$ cat src/rtl/con_ff_unit.sv
// rtl/con_ff_unit.sv - branch-condition unit with registered CON flag and debug counters
//
// Purpose: decodes the condition field of the instruction register, tests the bus
// value (zero / sign), and latches the result into the CON flag that the control
// unit consumes for conditional branches. An optional input stage (PIPE=1) delays
// the evaluation by one edge. Saturating counters track evaluations and taken results.
//
// Ports:
//   clk        in   system clock, all state on rising edge
//   clr_n      in   asynchronous active-low reset
//   con_in     in   capture strobe: evaluate condition this cycle
//   con_clr    in   synchronous clear of con_out and con_valid
//   ir_in      in   instruction register (condition field at COND_LSB)
//   bus_in     in   value under test
//   con_out    out  registered CON flag (1 = branch taken)
//   con_valid  out  con_out holds a result not yet cleared
//   busy       out  PIPE=1: capture held in the input stage; 0 when PIPE=0
//   eval_cnt   out  completed evaluations, saturating
//   taken_cnt  out  completed evaluations with result 1, saturating

module con_ff_unit #(
  parameter int DATA_W   = 32,
  parameter int COND_LSB = 19,
  parameter int COND_W   = 2,
  parameter int PIPE     = 0,
  parameter int CNT_W    = 16
) (
  input  logic              clk,
  input  logic              clr_n,
  input  logic              con_in,
  input  logic              con_clr,
  input  logic [31:0]       ir_in,
  input  logic [DATA_W-1:0] bus_in,
  output logic              con_out,
  output logic              con_valid,
  output logic              busy,
  output logic [CNT_W-1:0]  eval_cnt,
  output logic [CNT_W-1:0]  taken_cnt
);

  generate
    if (COND_W != 2 && COND_W != 3) begin : g_bad_cond_w
      $error("con_ff_unit: COND_W must be 2 or 3");
    end
  endgenerate

  localparam logic [CNT_W-1:0] LP_CNT_ONE = CNT_W'(1);
  localparam logic [CNT_W-1:0] LP_CNT_MAX = '1;

  // Condition decode; a 2-bit field is zero-extended so codes 00-11 keep their meaning.
  function automatic logic f_eval(input logic [2:0] code, input logic [DATA_W-1:0] bus);
    logic z;
    logic n;
    logic res;
    z = (bus == '0);
    n = bus[DATA_W-1];
    case (code)
      3'b000:  res = z;
      3'b001:  res = ~z;
      3'b010:  res = ~n;
      3'b011:  res = n;
      3'b100:  res = ~n & ~z;
      3'b101:  res = n | z;
      3'b110:  res = 1'b1;
      default: res = 1'b0;
    endcase
    return res;
  endfunction

  logic [2:0] w_code;
  logic       w_done;
  logic       w_res;
  logic       w_unused_ir;

  always_comb begin
    w_code = '0;
    w_code[COND_W-1:0] = ir_in[COND_LSB +: COND_W];
  end

  // Only the condition field of ir_in is consumed.
  assign w_unused_ir = ^ir_in;

  generate
    if (PIPE != 0) begin : g_pipe
      logic              r_stg_valid;
      logic [2:0]        r_stg_code;
      logic [DATA_W-1:0] r_stg_bus;

      // The stage holds a private copy of code and bus so later bus changes cannot
      // disturb an in-flight evaluation. con_clr deliberately does not cancel it.
      always_ff @(posedge clk or negedge clr_n) begin
        if (!clr_n) begin
          r_stg_valid <= 1'b0;
          r_stg_code  <= '0;
          r_stg_bus   <= '0;
        end else begin
          r_stg_valid <= con_in;
          if (con_in) begin
            r_stg_code <= w_code;
            r_stg_bus  <= bus_in;
          end
        end
      end

      assign w_done = r_stg_valid;
      assign w_res  = f_eval(r_stg_code, r_stg_bus);
      assign busy   = r_stg_valid;
    end else begin : g_direct
      assign w_done = con_in;
      assign w_res  = f_eval(w_code, bus_in);
      assign busy   = 1'b0;
    end
  endgenerate

  logic             r_con;
  logic             r_valid;
  logic [CNT_W-1:0] r_eval_cnt;
  logic [CNT_W-1:0] r_taken_cnt;

  // con_clr outranks a completion; a discarded completion is not counted.
  always_ff @(posedge clk or negedge clr_n) begin
    if (!clr_n) begin
      r_con       <= 1'b0;
      r_valid     <= 1'b0;
      r_eval_cnt  <= '0;
      r_taken_cnt <= '0;
    end else if (con_clr) begin
      r_con   <= 1'b0;
      r_valid <= 1'b0;
    end else if (w_done) begin
      r_con   <= w_res;
      r_valid <= 1'b1;
      if (r_eval_cnt != LP_CNT_MAX) begin
        r_eval_cnt <= r_eval_cnt + LP_CNT_ONE;
      end
      if (w_res && (r_taken_cnt != LP_CNT_MAX)) begin
        r_taken_cnt <= r_taken_cnt + LP_CNT_ONE;
      end
    end
  end

  assign con_out   = r_con;
  assign con_valid = r_valid;
  assign eval_cnt  = r_eval_cnt;
  assign taken_cnt = r_taken_cnt;

endmodule

$ cat config.mk
export PLATFORM = sky130hd
export DESIGN_NAME = con_ff_unit
export DESIGN_NICKNAME = d
export VERILOG_FILES = /design/src/rtl/con_ff_unit.sv
export SDC_FILE = /design/constraint.sdc
export NUM_CORES = 1
export LEC_CHECK = 0
export ABC_AREA = 1
export BUFFER_PORTS_ARGS = -buffer_cell sky130_fd_sc_hd__buf_2
export CAP_MARGIN = 20
export CORE_MARGIN = 2
export CORE_UTILIZATION = 46
export DETAILED_ROUTE_END_ITERATION = 10
export PLACE_DENSITY = 0.8
export SYNTH_ARGS = -nofsm -noshare
export SYNTH_HDL_FRONTEND = slang
export SYNTH_SLANG_ARGS = --single-unit
$ cat constraint.sdc
create_clock -name clk -period 1.99 [get_ports clk]
set_input_delay 0.398 -clock clk [delete_from_list [all_inputs] [get_ports clk]]
set_output_delay 0.398 -clock clk [all_outputs]
set_load 0.05 [all_outputs]
; ---- Word-level counts from Yosys, hierarchy flattened
; Index checks and enable logic that the tools add are counted.
[op_classes]
bitwise = 3
addsub = 2
n_reduce_logical = 6
eq_ne = 5
muxes = 5
[op_table]
columns = operator, count
row1 = "adder 16 x 1 -> 16 bit, second input constant", 2
row2 = zero test 32 bit, 1
row3 = "!= test 16 bit, second input constant", 2
row4 = AND reduction 3 bit, 2
row5 = "== test 2 bit, second input constant", 2
row6 = two-way mux 1 bit, 4
row7 = case mux 1 bit (4 select lines), 1
row8 = zero test 3 bit, 1
row9 = inverter 1 bit, 3
row10 = "== test 2 x 1 -> 1 bit, second input constant", 1
row11 = nonzero test 2 bit, 1
row12 = logical AND 1 bit, 1
[totals]
output_inout_bits = 35
register_bits = 34
in_bits = 68

; ---- Longest topological paths before layout
[depth]
word_depth = 5
depth_mapped = 11

; ---- Worst setup path after synthesis
; OpenSTA, ideal clock, no wires.
[synth_timing]
path_kind = reg-to-reg
from = reg r_eval_cnt[0] (netlist: eval_cnt[0])
to = reg r_eval_cnt[8] (netlist: eval_cnt[8])
path_slack_ns = 0.186
setup_ns = 0.126
stages_incl_launch_ff = 8
arrival_time_ns = 1.678
required_ns = 1.864
cell_sequence = dfrtp_1 > ha_1 > nand3_1 > nor2_1 > nand2_1 > nor2_2 > nand3_1 > xor2_1
[synth_between]
elab_chain_len = 2
[synth_lines]
columns = element, line_no
row1 = start: declaration, 117  ; logic [CNT_W-1:0] r_eval_cnt;
row2 = start signal: assignment, 134  ; r_eval_cnt <= r_eval_cnt + LP_CNT_ONE;
row3 = branches (longest 2 deep; another with adder 16 x 1 -> 16 bit), n/a
; Several ways; the timed one is not identified.
; A chain may end at the register's enable or synchronous reset.

; ---- Worst setup path in the final report
[layout_timing]
from = reg r_eval_cnt[0] (netlist: eval_cnt[0])
to = reg r_eval_cnt[13] (netlist: eval_cnt[13])
; The elaborated chain is that of the path after synthesis.

==> run metrics <==
DR iter-0 viols 141; RSZ-0062 raised after global routing no; family with the most delay on the worst path simple AND/OR/NAND/NOR gates; DR WL/cell 11.6 um; Yosys cell types 28; Syn Nets 346; full die area 5220 um^2; htree depth 2; sum of negative setup slack 0 ps; postcts setup bufs 0; pin count of the biggest net entering global routing 35; CP max stage cell dfrtp_1; Slew headroom 50.2%; CP Cell Sequence ha_1 > nand3_1 > nor2_1 > nand3_1 > nand2_2 > nor2_2 > nand3_1 > xor2_1; Cells after Synth 276; sequential-to-total area share from yosys stat 39.7%; Num Clock Sinks 34; cell area after synthesis 2140 um^2; reg2reg setup slack 240 ps; nets 422; Hold-fix buffers, CTS 0; CORE AREA 4410 um^2; P&R area growth vs syn 25.6%; buffers and inverters on the worst path 0; vias per inst 4.97; Routed Antenna Nets 0; Num CTS Buffers 5; fill cell count 374; GRT Util Overall 19.8%; clock skew 9.50 ps; DR pass1 iterations 5; Placed Area 2550 um^2; Antenna Cells 0; Slowest Stage Delay on Critical Path 440 ps; HP Class in2async; Crit path top cell by count nand3_1; # resized after CTS 0; clk_lat worst skew 300 ps; initial antenna violation count 0; Yosys warnings 0; gpl congestion 0.902; final instance area 2690 um^2; vertical die dimension 72.2 um; VDD IR-drop max 0.000470 V; Final setup violation count 0; Reg clk slew, reported paths 70 ps; Post-DP HPWL 3530 um; detailed-route DRC error count 0; element type at the critical path end flip-flop; crit path DAT 1940 ps; Startpoint Class flip-flop; maxcap violations 0; Worst Path Required 2170 ps; Leak 1.38 nW; via count 2013; Root Buffer clkbuf_8; clock tree buffer depth 2; pwr dens 887 nW/um^2; vias in the first global route 1888; share of layout cells above drive strength 1 30.9%; CTS tree done; dpl cells 397; hold_ws 164 ps; leading cell type in the layout, fill and taps excluded buf_2; CP Max Fanout 9; most frequent cells in the layout buf_2, nand2_1, nor2_1; Std-Cell Rows 24; final hold viol count 0; status finished, final reports clean; Mapped Avg Cell Area 7.76 um^2; FF+latch count, synth 34; Slew Limit Fails 0; total wire length 4700 um; Initial Utilization 48.5%; post-route insts no fill 405; WS Path Type reg2reg; grt ovf 0; global-route wire length before repair 8120 um; Die X 72.2 um; I/O Buffers 71; min cycle time layout 1750 ps; maximum clock frequency 570 MHz; io pins 103; fin crit share 88.1%; slew of the pin with the lowest slew margin 747 ps
metal layers:
metal | wire, um | global-route usage, %
met5 | 0 | 0
met4 | 82 | 7.55
met1 | 2100 | 25.6
met3 | 307 | 4.86
met2 | 2210 | 32.0
worst paths after layout:
kind,startpoint,end,cells past startpoint
hold / removal,clr_n,taken_cnt[5]$_DFFE_PN0P_,1
min in group clk,con_clr,con_valid$_DFFE_PN0P_,2
max in group asynchronous,clr_n,con_out$_DFFE_PN0P_,1
hold reg to reg,taken_cnt[15]$_DFFE_PN0P_,taken_cnt[15]$_DFFE_PN0P_,2
setup / recovery,eval_cnt[0]$_DFFE_PN0P_,eval_cnt[13]$_DFFE_PN0P_,8
setup reg to reg,eval_cnt[0]$_DFFE_PN0P_,eval_cnt[13]$_DFFE_PN0P_,8
per-stage QoR:
step	setup WS (ps)	total power, mW	util [%]
finish	236	2.39	61.0
floorplan	186	1.40	-
global placement	317	1.59	57.7
global route	78.1	2.51	61.0
CTS	259	2.40	61.0
detailed placement	280	1.61	57.7
registers in the layout (all words and copies together), names as in the netlist:
register   flops
con_out        1
taken_cnt     16
eval_cnt      16
con_valid      1
kinds of logic (layout without fill, tap and decap cells):
kind of cell               count (synthesis)  in the layout  synth area share (%)
other                                      1              1                 0.175
buffers and inverters                     37            114                  7.65
xor gates and xnor gates                  23             23                  9.40
adders and majority gates                  2              2                  1.17
and+or+nand+nor                          173            173                  40.5
AOI/OAI and AO/OA                          6              6                  1.40
DFF                                       34             34                  39.7
power breakdown:
part / internal (mW) / switching [mW]
Sequential: 0.780 / 0.116
Combinational: 0.187 / 0.512
Clock: 0.534 / 0.257
final cells by class:
type	count	area [um^2]	share of cell area, %
flip-flops and latches	34	851	31.6
multi-input cells	205	1130	41.9
well taps	52	65.1	2.42
clock buffers	6	82.6	3.07
repair buffers	76	393	14.6
clock inverters	2	60.1	2.23
inverters	30	113	4.18
synthesized netlist by cell type, drive strengths merged:
cell type,instances,area [um^2]
nand2,72,275
nand3b,2,15.0
conb,1,3.75
dfrtp,34,851
o21ai,6,30.0
nor2,43,184
nand4,18,128
ha,2,25.0
and3,1,6.26
nor4,1,12.5
buf,7,51.3
nand3,24,150
nor3,12,96.4
inv,30,113
xnor2,5,43.8
xor2,18,158
(Power assumes the default switching activity.)
